<file path="src/rtl/alu_pkg.sv">
// rtl/alu_pkg.sv - opcodes, flag bit positions and FSM encoding shared by the ALU issuer
package alu_pkg;

  localparam logic [2:0] OP_ADD  = 3'b000;
  localparam logic [2:0] OP_SUB  = 3'b001;
  localparam logic [2:0] OP_NOTA = 3'b010;
  localparam logic [2:0] OP_AND  = 3'b011;
  localparam logic [2:0] OP_OR   = 3'b100;
  localparam logic [2:0] OP_XOR  = 3'b101;
  localparam logic [2:0] OP_SLT  = 3'b110;
  localparam logic [2:0] OP_EQ   = 3'b111;

  localparam int FLG_C = 2;
  localparam int FLG_Z = 1;
  localparam int FLG_V = 0;

  // Response word: result nibble above the three flag bits
  localparam int RSP_W = 7;

  typedef enum logic {
    ST_IDLE  = 1'b0,
    ST_ISSUE = 1'b1
  } state_t;

endpackage

</file>
<file path="src/rtl/alu_issuer_if.sv">
// rtl/alu_issuer_if.sv - request and response handshakes between a requester and the ALU issuer
interface alu_issuer_if;

  logic       req_valid;
  logic       req_ready;
  logic [2:0] req_op;
  logic [3:0] req_a;
  logic [3:0] req_b;
  logic       req_use_acc;

  logic       rsp_valid;
  logic       rsp_ready;
  logic [3:0] rsp_data;
  logic [2:0] rsp_flags;

  modport master (
    output req_valid, req_op, req_a, req_b, req_use_acc, rsp_ready,
    input  req_ready, rsp_valid, rsp_data, rsp_flags
  );

  modport slave (
    input  req_valid, req_op, req_a, req_b, req_use_acc, rsp_ready,
    output req_ready, rsp_valid, rsp_data, rsp_flags
  );

endinterface

</file>
<file path="src/rtl/alu_issuer_rsp_fifo.sv">
// rtl/alu_issuer_rsp_fifo.sv - small power-of-two response FIFO with occupancy count
module rsp_fifo #(
  parameter int WIDTH = 7,
  parameter int DEPTH = 2,
  localparam int AW   = $clog2(DEPTH)
) (
  input  logic             clk,
  input  logic             rst_n,
  input  logic             push,
  input  logic [WIDTH-1:0] push_data,
  input  logic             pop,
  output logic [WIDTH-1:0] head,
  output logic [AW:0]      count
);

  logic [WIDTH-1:0] mem [DEPTH];
  logic [AW-1:0]    wr_ptr;
  logic [AW-1:0]    rd_ptr;
  logic             do_pop;

  assign do_pop = pop && (count != '0);
  assign head   = mem[rd_ptr];

  // Pointers wrap naturally because DEPTH is a power of two
  always_ff @(posedge clk) begin
    if (!rst_n) begin
      wr_ptr <= '0;
      rd_ptr <= '0;
      count  <= '0;
      for (int i = 0; i < DEPTH; i++) mem[i] <= '0;
    end else begin
      if (push) begin
        mem[wr_ptr] <= push_data;
        wr_ptr      <= wr_ptr + 1'b1;
      end
      if (do_pop) rd_ptr <= rd_ptr + 1'b1;
      case ({push, do_pop})
        2'b10:   count <= count + 1'b1;
        2'b01:   count <= count - 1'b1;
        default: count <= count;
      endcase
    end
  end

endmodule

</file>
<file path="src/rtl/alu_issuer.sv">
// rtl/alu_issuer.sv - sequential initiator driving an external 4-bit ALU, with accumulator chaining
module alu_issuer
  import alu_pkg::*;
#(
  parameter int RSP_DEPTH = 2,
  parameter int CNT_W     = 8
) (
  input  logic             clk,
  input  logic             rst_n,
  alu_issuer_if.slave      bus,
  output logic [3:0]       alu_a,
  output logic [3:0]       alu_b,
  output logic [2:0]       alu_op,
  input  logic [3:0]       alu_out,
  input  logic             alu_carry,
  input  logic             alu_zero,
  input  logic             alu_ovf,
  output logic [3:0]       acc,
  output logic [CNT_W-1:0] op_count
);

  localparam int CW = $clog2(RSP_DEPTH) + 1;

  state_t             state;
  state_t             state_nxt;
  logic [CW-1:0]      fifo_count;
  logic               has_space;
  logic               ready;
  logic               accept;
  logic               push;
  logic [RSP_W-1:0]   rsp_word;
  logic [RSP_W-1:0]   head;

  assign has_space = fifo_count < CW'(RSP_DEPTH);

  // Ready is gated by rst_n so it stays low while reset is held
  always_comb begin
    state_nxt = state;
    ready     = 1'b0;
    accept    = 1'b0;
    push      = 1'b0;
    case (state)
      ST_IDLE: begin
        ready  = rst_n && has_space;
        accept = bus.req_valid && ready;
        if (accept) state_nxt = ST_ISSUE;
      end
      ST_ISSUE: begin
        push      = 1'b1;
        state_nxt = ST_IDLE;
      end
      default: state_nxt = ST_IDLE;
    endcase
  end

  always_comb begin
    rsp_word        = '0;
    rsp_word[6:3]   = alu_out;
    rsp_word[FLG_C] = alu_carry;
    rsp_word[FLG_Z] = alu_zero;
    rsp_word[FLG_V] = alu_ovf;
  end

  always_ff @(posedge clk) begin
    if (!rst_n) begin
      state    <= ST_IDLE;
      alu_a    <= '0;
      alu_b    <= '0;
      alu_op   <= OP_ADD;
      acc      <= '0;
      op_count <= '0;
    end else begin
      state <= state_nxt;
      if (accept) begin
        alu_a  <= bus.req_use_acc ? acc : bus.req_a;
        alu_b  <= bus.req_b;
        alu_op <= bus.req_op;
      end
      if (push) begin
        acc      <= alu_out;
        op_count <= op_count + 1'b1;
      end
    end
  end

  rsp_fifo #(
    .WIDTH (RSP_W),
    .DEPTH (RSP_DEPTH)
  ) u_rsp_fifo (
    .clk       (clk),
    .rst_n     (rst_n),
    .push      (push),
    .push_data (rsp_word),
    .pop       (bus.rsp_ready),
    .head      (head),
    .count     (fifo_count)
  );

  assign bus.req_ready = ready;
  assign bus.rsp_valid = fifo_count != '0;
  assign bus.rsp_data  = head[6:3];
  assign bus.rsp_flags = head[2:0];

endmodule

</file>
<file path="src/flat_wrapper.sv">
// flat-port wrapper written by rule: the top's interface ports become plain ports
module alu_issuer_flat import alu_pkg::*;
#(
  parameter int RSP_DEPTH = 2,
  parameter int CNT_W     = 8
)
  (clk, rst_n, alu_a, alu_b, alu_op, alu_out, alu_carry, alu_zero, alu_ovf, acc, op_count, bus_req_valid, bus_req_op, bus_req_a, bus_req_b, bus_req_use_acc, bus_rsp_ready, bus_req_ready, bus_rsp_valid, bus_rsp_data, bus_rsp_flags);
  alu_issuer_if bus_i ();
  input  logic clk;
  input  logic rst_n;
  output logic [3:0] alu_a;
  output logic [3:0] alu_b;
  output logic [2:0] alu_op;
  input  logic [3:0] alu_out;
  input  logic alu_carry;
  input  logic alu_zero;
  input  logic alu_ovf;
  output logic [3:0] acc;
  output logic [CNT_W-1:0] op_count;
  input wire logic [$bits(bus_i.req_valid)-1:0] bus_req_valid;
  input wire logic [$bits(bus_i.req_op)-1:0] bus_req_op;
  input wire logic [$bits(bus_i.req_a)-1:0] bus_req_a;
  input wire logic [$bits(bus_i.req_b)-1:0] bus_req_b;
  input wire logic [$bits(bus_i.req_use_acc)-1:0] bus_req_use_acc;
  input wire logic [$bits(bus_i.rsp_ready)-1:0] bus_rsp_ready;
  output wire logic [$bits(bus_i.req_ready)-1:0] bus_req_ready;
  output wire logic [$bits(bus_i.rsp_valid)-1:0] bus_rsp_valid;
  output wire logic [$bits(bus_i.rsp_data)-1:0] bus_rsp_data;
  output wire logic [$bits(bus_i.rsp_flags)-1:0] bus_rsp_flags;
  assign bus_i.req_valid = bus_req_valid;
  assign bus_i.req_op = bus_req_op;
  assign bus_i.req_a = bus_req_a;
  assign bus_i.req_b = bus_req_b;
  assign bus_i.req_use_acc = bus_req_use_acc;
  assign bus_i.rsp_ready = bus_rsp_ready;
  assign bus_req_ready = bus_i.req_ready;
  assign bus_rsp_valid = bus_i.rsp_valid;
  assign bus_rsp_data = bus_i.rsp_data;
  assign bus_rsp_flags = bus_i.rsp_flags;
  alu_issuer #(.RSP_DEPTH(RSP_DEPTH), .CNT_W(CNT_W)) u_core (.clk(clk), .rst_n(rst_n), .bus(bus_i), .alu_a(alu_a), .alu_b(alu_b), .alu_op(alu_op), .alu_out(alu_out), .alu_carry(alu_carry), .alu_zero(alu_zero), .alu_ovf(alu_ovf), .acc(acc), .op_count(op_count));
endmodule
</file>
<file path="config.mk">
export PLATFORM = sky130hd
export DESIGN_NAME = alu_issuer_flat
export DESIGN_NICKNAME = d
export VERILOG_FILES = /design/src/rtl/alu_pkg.sv /design/src/rtl/alu_issuer_if.sv /design/src/rtl/alu_issuer_rsp_fifo.sv /design/src/rtl/alu_issuer.sv /design/src/flat_wrapper.sv
export SDC_FILE = /design/constraint.sdc
export NUM_CORES = 1
export LEC_CHECK = 0
export BUFFER_PORTS_ARGS = -buffer_cell sky130_fd_sc_hd__buf_2
export CAP_MARGIN = 40
export CORE_MARGIN = 5
export CORE_UTILIZATION = 35
export CTS_BUF_LIST = sky130_fd_sc_hd__clkbuf_4
export DETAILED_ROUTE_END_ITERATION = 7
export HOLD_SLACK_MARGIN = 0.12
export PLACE_DENSITY = 0.64
export SLEW_MARGIN = 20
export SYNTH_ARGS = -nofsm -noshare
export SYNTH_HDL_FRONTEND = slang
export SYNTH_SLANG_ARGS = --single-unit
</file>
<file path="constraint.sdc">
create_clock -name clk -period 2.1 [get_ports clk]
set_input_delay 0.21 -clock clk [delete_from_list [all_inputs] [get_ports clk]]
set_output_delay 0.21 -clock clk [all_outputs]
set_load 0.005 [all_outputs]
</file>
Yosys cells after proc, flatten, opt, wreduce, memory -nomap -nowiden
Memory sizes are Yosys's and may differ from the RTL's. A register that Yosys moved wholly into a read port is not among the register bits.
Cells that the tools add are included.
{"block": "classes", "div_mod_pow": 0, "eq_ne": 2, "mux": 16, "shift": 0, "magnitude_cmp": 1, "addsub": 5, "n_mul": 0, "bitwise": 1, "n_reduce_logical": 6}
{"op": "1-bit two-way mux", "count": 12}
{"op": "8-bit by 1-bit adder with 8-bit output (second input constant)", "count": 1}
{"op": "7-bit two-way mux", "count": 1}
{"op": "7-bit OR reduction", "count": 1}
{"op": "4-bit two-way mux", "count": 1}
{"op": "2-bit case mux with 2 select lines", "count": 1}
{"op": "2-bit nonzero test", "count": 2}
{"op": "1-bit logical AND", "count": 3}
{"op": "1-bit adder (second input constant)", "count": 2}
{"op": "2-bit by 1-bit adder with 2-bit output (second input constant)", "count": 1}
{"op": "2-bit by 1-bit == test with 1-bit output (second input constant)", "count": 1}
{"op": "2-bit == test (second input constant)", "count": 1}
{"op": "2-bit less-than comparator (second input constant)", "count": 1}
{"op": "1-bit case mux with 2 select lines", "count": 1}
{"op": "2-bit by 1-bit subtractor with 2-bit output (second input constant)", "count": 1}
{"op": "1-bit inverter", "count": 1}
{"block": "word_totals", "wordCells": 41, "romBits": 0, "latch_bits": 0, "inputBits": 23, "register_bits": 28, "memories": 1, "ram_bits": 14}
{"name": "u_core.u_rsp_fifo.mem", "depth": 2, "width": 7, "rd": 1, "rd_ports_with_merged_regs": 1, "write_ports": 2, "line": "alu_issuer_rsp_fifo.sv:16", "text": "logic [WIDTH-1:0] mem [DEPTH];"}

Logic depth before layout (Yosys ltp)
Gate-level depths: netlist (run 1).
{"block": "logic_depth", "ltp_word": 6, "depth_mapped": 7}

Hierarchy
Synthesis (run 1) repeated with hierarchy kept, for this count alone.
{"block": "hier_totals", "hier_cells": 162, "area_unflattened_um2": 1830.5}
{"module": "alu_issuer", "cells_per_inst": 94, "n_inst": 1, "area_per_inst_um2": 1022.2}
{"module": "rsp_fifo", "cells_per_inst": 68, "n_inst": 1, "area_per_inst_um2": 808.3}

Least setup slack after synthesis (run 1)
OpenSTA, ideal clock, no wires.
{"block": "synth_path", "kind": "register to register", "startpoint": "register u_core.state", "endpoint": "memory u_core.u_rsp_fifo.mem[0][0] (enable)", "setup_slack_ns": 0.438, "arrival_ns": 1.281, "path_buffers": 2, "setup_time_ns": 0.381, "synth_period_minus_slack_ns": 1.662, "path_stages_with_launch": 5, "path_cell_list": "dfxtp_1 -> buf_6 -> buf_2 -> inv_1 -> o21ai_0"}
{"item": "from (decl)", "line": "alu_issuer.sv:24", "text": "state_t state;"}
{"item": "from (signal assigned)", "line": "alu_issuer.sv:73", "text": "state <= state_nxt;"}
{"item": "to (decl)", "line": "alu_issuer_rsp_fifo.sv:16"}

==> flow_summary_export.csv, run 1 <==
group,metric,value,unit
run_status,status,"finished, final reports clean",
synthesis,async_flop_share,0,
detailed_routing,drc_errors,0,
worst_setup_path,r2r-start,"u_core.state",
detailed_routing,drt-pass1-iter-count,4,
die,die_w,82.57,um
die,dieArea,6817,sq um
placement,gp_congestion,0.7208,
clock_network,htree_levels,2,
finish,layout-drive-gt1-share,0.3333,
worst_setup_path,r2r-end,"u_core.op_count[5]",
placement,dpl_worst_slack,0.6304,ns
detailed_routing,vias,1325,
clock_network,cts_buffers,5,
placement,postPlaceCellArea,2165,sq um
synthesis,synth_edf_count,14,
die,start_util,0.3609,
finish,area_delta_synth_final,24.64,%
clock_network,cts_resized,0,
worst_setup_path,critPathKind,"register to primary output",
finish,mostFrequentLayoutCell,"buf_2",
finish,multi_input_area,772.0,sq um
clock_network,clk_pin_slew,0.13,ns
finish,stdcell_count,292,
clock_network,cts_tree,"built",
synthesis,synth_warnings,0,
timing,fin_setup_tns,0,ns
timing,worstMarginPinSlew,0.4438,ns
worst_setup_path,endpoint_kind,"primary output",
die,die_y,82.57,um
worst_setup_path,critPathMaxFanout,7,
worst_setup_path,worst-path-stages,2,
die,rows,26,
detailed_routing,wl,3.645,mm
flow_run,cap_violations,0,
worst_setup_path,worstSetupStartpointType,"register",
synthesis,seq_area_frac_synth,0.5431,
global_route,grt_max_degree,24,
timing,grt_setup_unrepaired,"no",
clock_network,hold_buffers,7,
timing,fin_crit,1.618,ns
timing,setup_viol,0,
timing,finalMaxSlewViolations,0,
global_route,antenna_found_initial,0,
worst_setup_path,crit_path_end,"bus_rsp_data[0]",
timing,worst_slack,0.4815,ns
synthesis,synthesis.nets,182,
synthesis,syn_area,1843,sq um
worst_setup_path,timing.critical_path.cells,"mux2_2 -> buf_2",
synthesis,syn_inst,157,
finish,final_area,2297,sq um
die,pin_count,55,
worst_setup_path,cp_top_family,"flip-flops",
global_route,grt_pass1_vias,1304,
clock_network,clock_path_buffers,2,
timing,fmax,617.9,MHz
global_route,gr-total-overflow,0,
worst_hold_path,hold_class,"primary input to register",
timing,hold_viol_final,0,
global_route,track_usage,0.1158,
worst_setup_path,required,1.89,ns
placement,dp_hpwl,2.561,mm
clock_network,cts_setup_buffers,0,
pwr,power.leakage,1.043,nW
detailed_routing,drtAntennaViolNets,0,
pwr,vdd_drop_max,405.6,uV
detailed_routing,routed_via_density,4.538,
detailed_routing,drtIter0Drc,53,
finish,antenna_cells,0,
pwr,p_per_area,786.3,nW/um^2
worst_setup_path,slowest_delay,0.54,ns
finish,fin_nets,246,
worst_setup_path,regToRegSetupSlack,0.62,ns
global_route,grt_pass1_wl,5.954,mm
clock_network,cts_sinks,43,
clock_network,cts-root-buf,"clkbuf_4",
worst_setup_path,crit_arrival,1.41,ns
detailed_routing,wl_per_cell,12.48,um
placement,io_buffer_count,54,
synthesis,avgSynthCellArea,11.74,sq um
finish,fillerInstances,507,
placement,dp.cells,276,
timing,skew,0.01266,ns
worst_setup_path,crit_buf_inv,1,
worst_setup_path,rr_worst_depth,3,
synthesis,ys.flop_type,"dfxtp_1",
worst_setup_path,slowest_stage,"dfxtp_1",
timing,max_slew_margin,0.7030,
finish,seq_area,1001,sq um
clock_network,clk_latency,0.36,ns
synthesis,synth.distinct_cells,30,
synthesis,ys_ff_latch,43,
timing,fin_crit_sh,0.7707,
die,core,5107,sq um
finish,mostFrequentLayoutCells,"buf_2, dfxtp_1, and2_1",
Yosys cell counts (all sizes together) (2+ instances only):
cell / count / area (sq um)
nand2: 9 / 33.78
nor2b: 14 / 87.58
dfxtp: 29 / 580.6
clkbuf: 4 / 15.01
nor2: 2 / 7.510
and2: 20 / 125.1
nand3: 2 / 10.01
mux2: 7 / 78.83
o21ai: 4 / 20.02
o211a: 4 / 40.04
xnor2: 6 / 52.55
a21boi: 3 / 22.52
buf: 5 / 51.29
ha: 2 / 25.02
mux2i: 16 / 160.2
nand4: 3 / 18.77
edfxtp: 14 / 420.4
or3: 3 / 18.77
xor2: 2 / 17.52
power breakdown:
part           internal, mW  total, mW  leakage [nW]  switching, mW
logic                 0.233      0.396         0.626          0.163
clock network         0.125      0.390        0.0347          0.265
registers             0.946       1.02         0.383         0.0740
cell type report:
type,count,share of cell area
clock buffer,5,0.01634
clock inverter,3,0.006536
inverter,1,0.001634
multi-input combinational,104,0.3361
sequential,43,0.4357
tap,70,0.03813
timing repair buffer,66,0.1656
stage by stage:
| step | total power, mW | utilization | hold slack (ns) |
|---|---|---|---|
| finish | 1.806 | 0.4498 | 0.1372 |
| CTS | 1.828 | 0.4478 | 0.1241 |
| global placement | 1.422 | 0.4238 | 0.4652 |
| floorplan | 1.294 | - | 0.3795 |
| global route | 1.910 | 0.4498 | 0.1296 |
| detailed placement | 1.428 | 0.4238 | 0.4744 |
sequential cells by signal, summed over array words and instances (netlist names), named ones only:
signal                    flops
u_core.state                  1
u_core.u_rsp_fifo.mem        14
u_core.u_rsp_fifo.rd_ptr      1
u_core.op_count               8
u_core.alu_a                  4
u_core.u_rsp_fifo.count       2
u_core.acc                    4
u_core.alu_b                  4
u_core.u_rsp_fifo.wr_ptr      1
u_core.alu_op                 3
tightest hold or removal path: stages:
cell and delay (ns):
buf_2 0.10, mux2i_1 0.07, nor2b_1 0.09
logic make-up after synthesis:
| logic type | after synthesis | synth area share |
|---|---|---|
| AOI/OAI and AO/OA | 14 | 0.05703 |
| and+or+nand+nor | 57 | 0.1806 |
| adders and majority gates | 2 | 0.01358 |
| buffers and inverters | 10 | 0.03801 |
| DFF | 43 | 0.5431 |
| muxes | 23 | 0.1297 |
| xor gates and xnor gates | 8 | 0.03802 |
how the worst min path moves through the flow:
stage | cells after the start | end | slack, ns | startpoint
finish | 3 | u_core.acc[2] | 0.14 | alu_out[2]
global route | 2 | u_core.u_rsp_fifo.mem[1][2] | 0.13 | alu_carry
CTS | 2 | u_core.u_rsp_fifo.mem[1][0] | 0.12 | alu_ovf
detailed placement | 3 | u_core.alu_op[0] | 0.47 | bus_req_op[0]
global placement | 3 | u_core.alu_b[0] | 0.47 | bus_req_b[0]
floorplan | 2 | u_core.alu_b[1] | 0.38 | bus_req_b[1]
layer usage:
layer,vias up,wire length [um],global-route usage
met5,-,0,0
met4,0,69,0.05229
met3,8,271,0.04230
met2,43,1761,0.1875
met1,608,1543,0.1367
li1,666,-,-
Note: power is estimated with default switching activity, not from simulation.
==> run 2, diff against run 1 <==
--- a/config.mk
+++ b/config.mk
@@ -12,7 +12,7 @@
 export CTS_BUF_LIST = sky130_fd_sc_hd__clkbuf_4
 export DETAILED_ROUTE_END_ITERATION = 7
 export HOLD_SLACK_MARGIN = 0.12
-export PLACE_DENSITY = 0.64
+export PLACE_DENSITY = 0.66
 export SLEW_MARGIN = 20
 export SYNTH_ARGS = -nofsm -noshare
 export SYNTH_HDL_FRONTEND = slang
==> constraint.sdc (replaced) <==
create_clock -name clk -period 1.4 [get_ports clk]
set_input_delay 0.14 -clock clk [delete_from_list [all_inputs] [get_ports clk]]
set_output_delay 0.14 -clock clk [all_outputs]
set_load 0.005 [all_outputs]
==> run 2 against run 1 <==
Highest routed layer unchanged; utilization is 3.0 points higher; die area stayed put; non-clock buffer count is 11 higher; clock power is 99% higher; sequential power is 50% higher; critical endpoint is now bus_rsp_data[1]; routed wire length is 0.71% higher.
==> flow_summary_export.csv, run 2 (synthesized netlist as in run 1, its figures left out) <==
group,metric,value,unit
worst_setup_path,crit_buf_inv,1,
detailed_routing,drt-pass1-iter-count,2,
worst_setup_path,timing.critical_path.cells,"mux2_2 -> buf_2",
die,rows,26,
die,die_y,82.57,um
worst_setup_path,worstSetupStartpointType,"register",
finish,mostFrequentLayoutCells,"buf_2, dfxtp_1, and2_1",
finish,antenna_cells,0,
clock_network,cts_setup_buffers,0,
global_route,track_usage,0.1168,
detailed_routing,dr.max_layer_used,"met4",
placement,io_buffer_count,54,
timing,hold_viol_final,0,
detailed_routing,drc_errors,0,
clock_network,htree_levels,2,
placement,gp_congestion,0.6915,
timing,fin_crit_sh,0.9815,
timing,fin_setup_tns,0,ns
detailed_routing,drtAntennaViolNets,0,
finish,mostFrequentLayoutCell,"buf_2",
clock_network,cts_buffers,5,
finish,largest_reg_flops,14,
timing,worst_slack,0.02596,ns
finish,fin_nets,257,
global_route,antenna_found_initial,0,
clock_network,cts_tree,"built",
worst_setup_path,required,1.26,ns
global_route,gr-total-overflow,0,
global_route,grt_pass1_wl,5.920,mm
timing,worstMarginPinSlew,0.3749,ns
worst_setup_path,r2r-start,"u_core.u_rsp_fifo.count[0]",
worst_setup_path,endpoint_kind,"primary output",
worst_setup_path,critPathMaxFanout,7,
flow_run,cap_violations,0,
worst_hold_path,hold_class,"primary input to register",
placement,dp_hpwl,2.631,mm
clock_network,clock_path_buffers,2,
timing,skew,0.006134,ns
clock_network,clk_pin_slew,0.13,ns
clock_network,cts-root-buf,"clkbuf_4",
finish,regMostFlops,"u_core.u_rsp_fifo.mem",
clock_network,clk_latency,0.35,ns
timing,setup_viol,0,
detailed_routing,wl_met2,1.812,mm
detailed_routing,vias,1325,
worst_setup_path,regToRegSetupSlack,0.09,ns
finish,layout-drive-gt1-share,0.3391,
detailed_routing,drtIter0Drc,70,
die,core,5107,sq um
die,die_w,82.57,um
finish,top_regs,"u_core.u_rsp_fifo.mem x14, u_core.op_count x8",
worst_setup_path,cp_top_family,"flip-flops",
pwr,p_per_area,1200,nW/um^2
worst_setup_path,slowest_delay,0.42,ns
global_route,grt_max_degree,21,
die,dieArea,6817,sq um
placement,dpl_worst_slack,0.08671,ns
finish,area_delta_synth_final,33.06,%
worst_setup_path,r2r-end,"u_core.u_rsp_fifo.count[1]",
pwr,vdd_drop_max,655.0,uV
die,pin_count,55,
detailed_routing,wl_met1,1.591,mm
worst_setup_path,crit_path_end,"bus_rsp_data[1]",
detailed_routing,wl,3.671,mm
detailed_routing,wl_met3,202,um
worst_setup_path,worst-path-stages,2,
pwr,power.leakage,1.105,nW
timing,max_slew_margin,0.7500,
worst_setup_path,slowest_stage,"dfxtp_4",
timing,fin_crit,1.374,ns
detailed_routing,wl_per_cell,12.12,um
worst_setup_path,critPathKind,"register to primary output",
timing,fmax,727.8,MHz
detailed_routing,routed_via_density,4.373,
global_route,grt_pass1_vias,1324,
timing,grt_setup_unrepaired,"yes",
worst_setup_path,crit_arrival,1.23,ns
run_status,status,"finished, final reports clean",
timing,finalMaxSlewViolations,0,
die,start_util,0.3609,
clock_network,cts_sinks,43,
worst_setup_path,rr_worst_depth,4,
run 2: changes by cell type in the layout (fill, tap and decap cells not counted), sizes merged:
cell         previous run  this run
clkinvlp                0         1
buf                    58        60
bufinv                  0         1
clkinv                  3         1
dlygate4sd3             8        17
run 2: worst min-delay path by stage:
stage | from | to | slack, ns | cells past startpoint
3_5_place_dp | bus_req_b[1] | u_core.alu_b[1] | 0.41 | 3
6_report | bus_req_a[3] | u_core.alu_a[3] | 0.13 | 4
4_1_cts | bus_req_a[3] | u_core.alu_a[3] | 0.13 | 4
5_1_grt | rst_n | u_core.u_rsp_fifo.rd_ptr | 0.14 | 2
2_1_floorplan | bus_req_b[1] | u_core.alu_b[1] | 0.31 | 2
3_3_place_gp | bus_req_b[0] | u_core.alu_b[0] | 0.39 | 3
run 2: repair_timing:
action | in CTS | in global routing
endpoints found under the setup margin | 7 | 11
resized for setup | 2 | 1
pin swaps | 0 | 1
endpoints found under the hold margin | 28 | 0
hold buffers | 17 | 0
run 2: per-layer routing:
| layer | vias up | global-route usage |
|---|---|---|
| met2 | 30 | 0.2027 |
| met4 | 0 | 0.04902 |
| met3 | 4 | 0.03471 |
| met5 | - | 0 |
| met1 | 601 | 0.1328 |
| li1 | 690 | - |
run 2: metrics by stage:
| stage | cells | util | hold WS, ns | power (mW) | cell area [sq um] |
|---|---|---|---|---|---|
| final | 303 | 0.4802 | 0.1346 | 2.942 | 2452 |
| after global routing | 303 | 0.4802 | 0.1383 | 3.130 | 2452 |
| after CTS | 303 | 0.4799 | 0.1252 | 2.998 | 2451 |
| after detailed placement | 278 | 0.4299 | 0.4067 | 2.161 | 2196 |
| after global placement | 278 | 0.4299 | 0.3936 | 2.154 | 2196 |
| after floorplan | 157 | - | 0.3095 | 1.945 | 1847 |
run 2: cell type report:
cell class | count | area [sq um]
inverter | 1 | 3.754
sequential | 43 | 1006
clock buffer | 5 | 37.54
timing repair buffer | 77 | 498.0
multi-input combinational | 104 | 775.7
fill | 494 | 2655
tap | 70 | 87.58
clock inverter | 3 | 43.79
run 2: worst register-to-register path, delay by kind of cell, from the launching register on:
family,cells,cell delay [ns]
compound gates,3,0.50
fa+ha+maj,1,0.34
flops,1,0.37
run 2: report_power, final:
| part | switching (mW) | leakage (nW) | internal, mW |
|---|---|---|---|
| combinational | 0.260 | 0.679 | 0.379 |
| clock | 0.401 | 0.0413 | 0.374 |
| sequential | 0.102 | 0.384 | 1.43 |
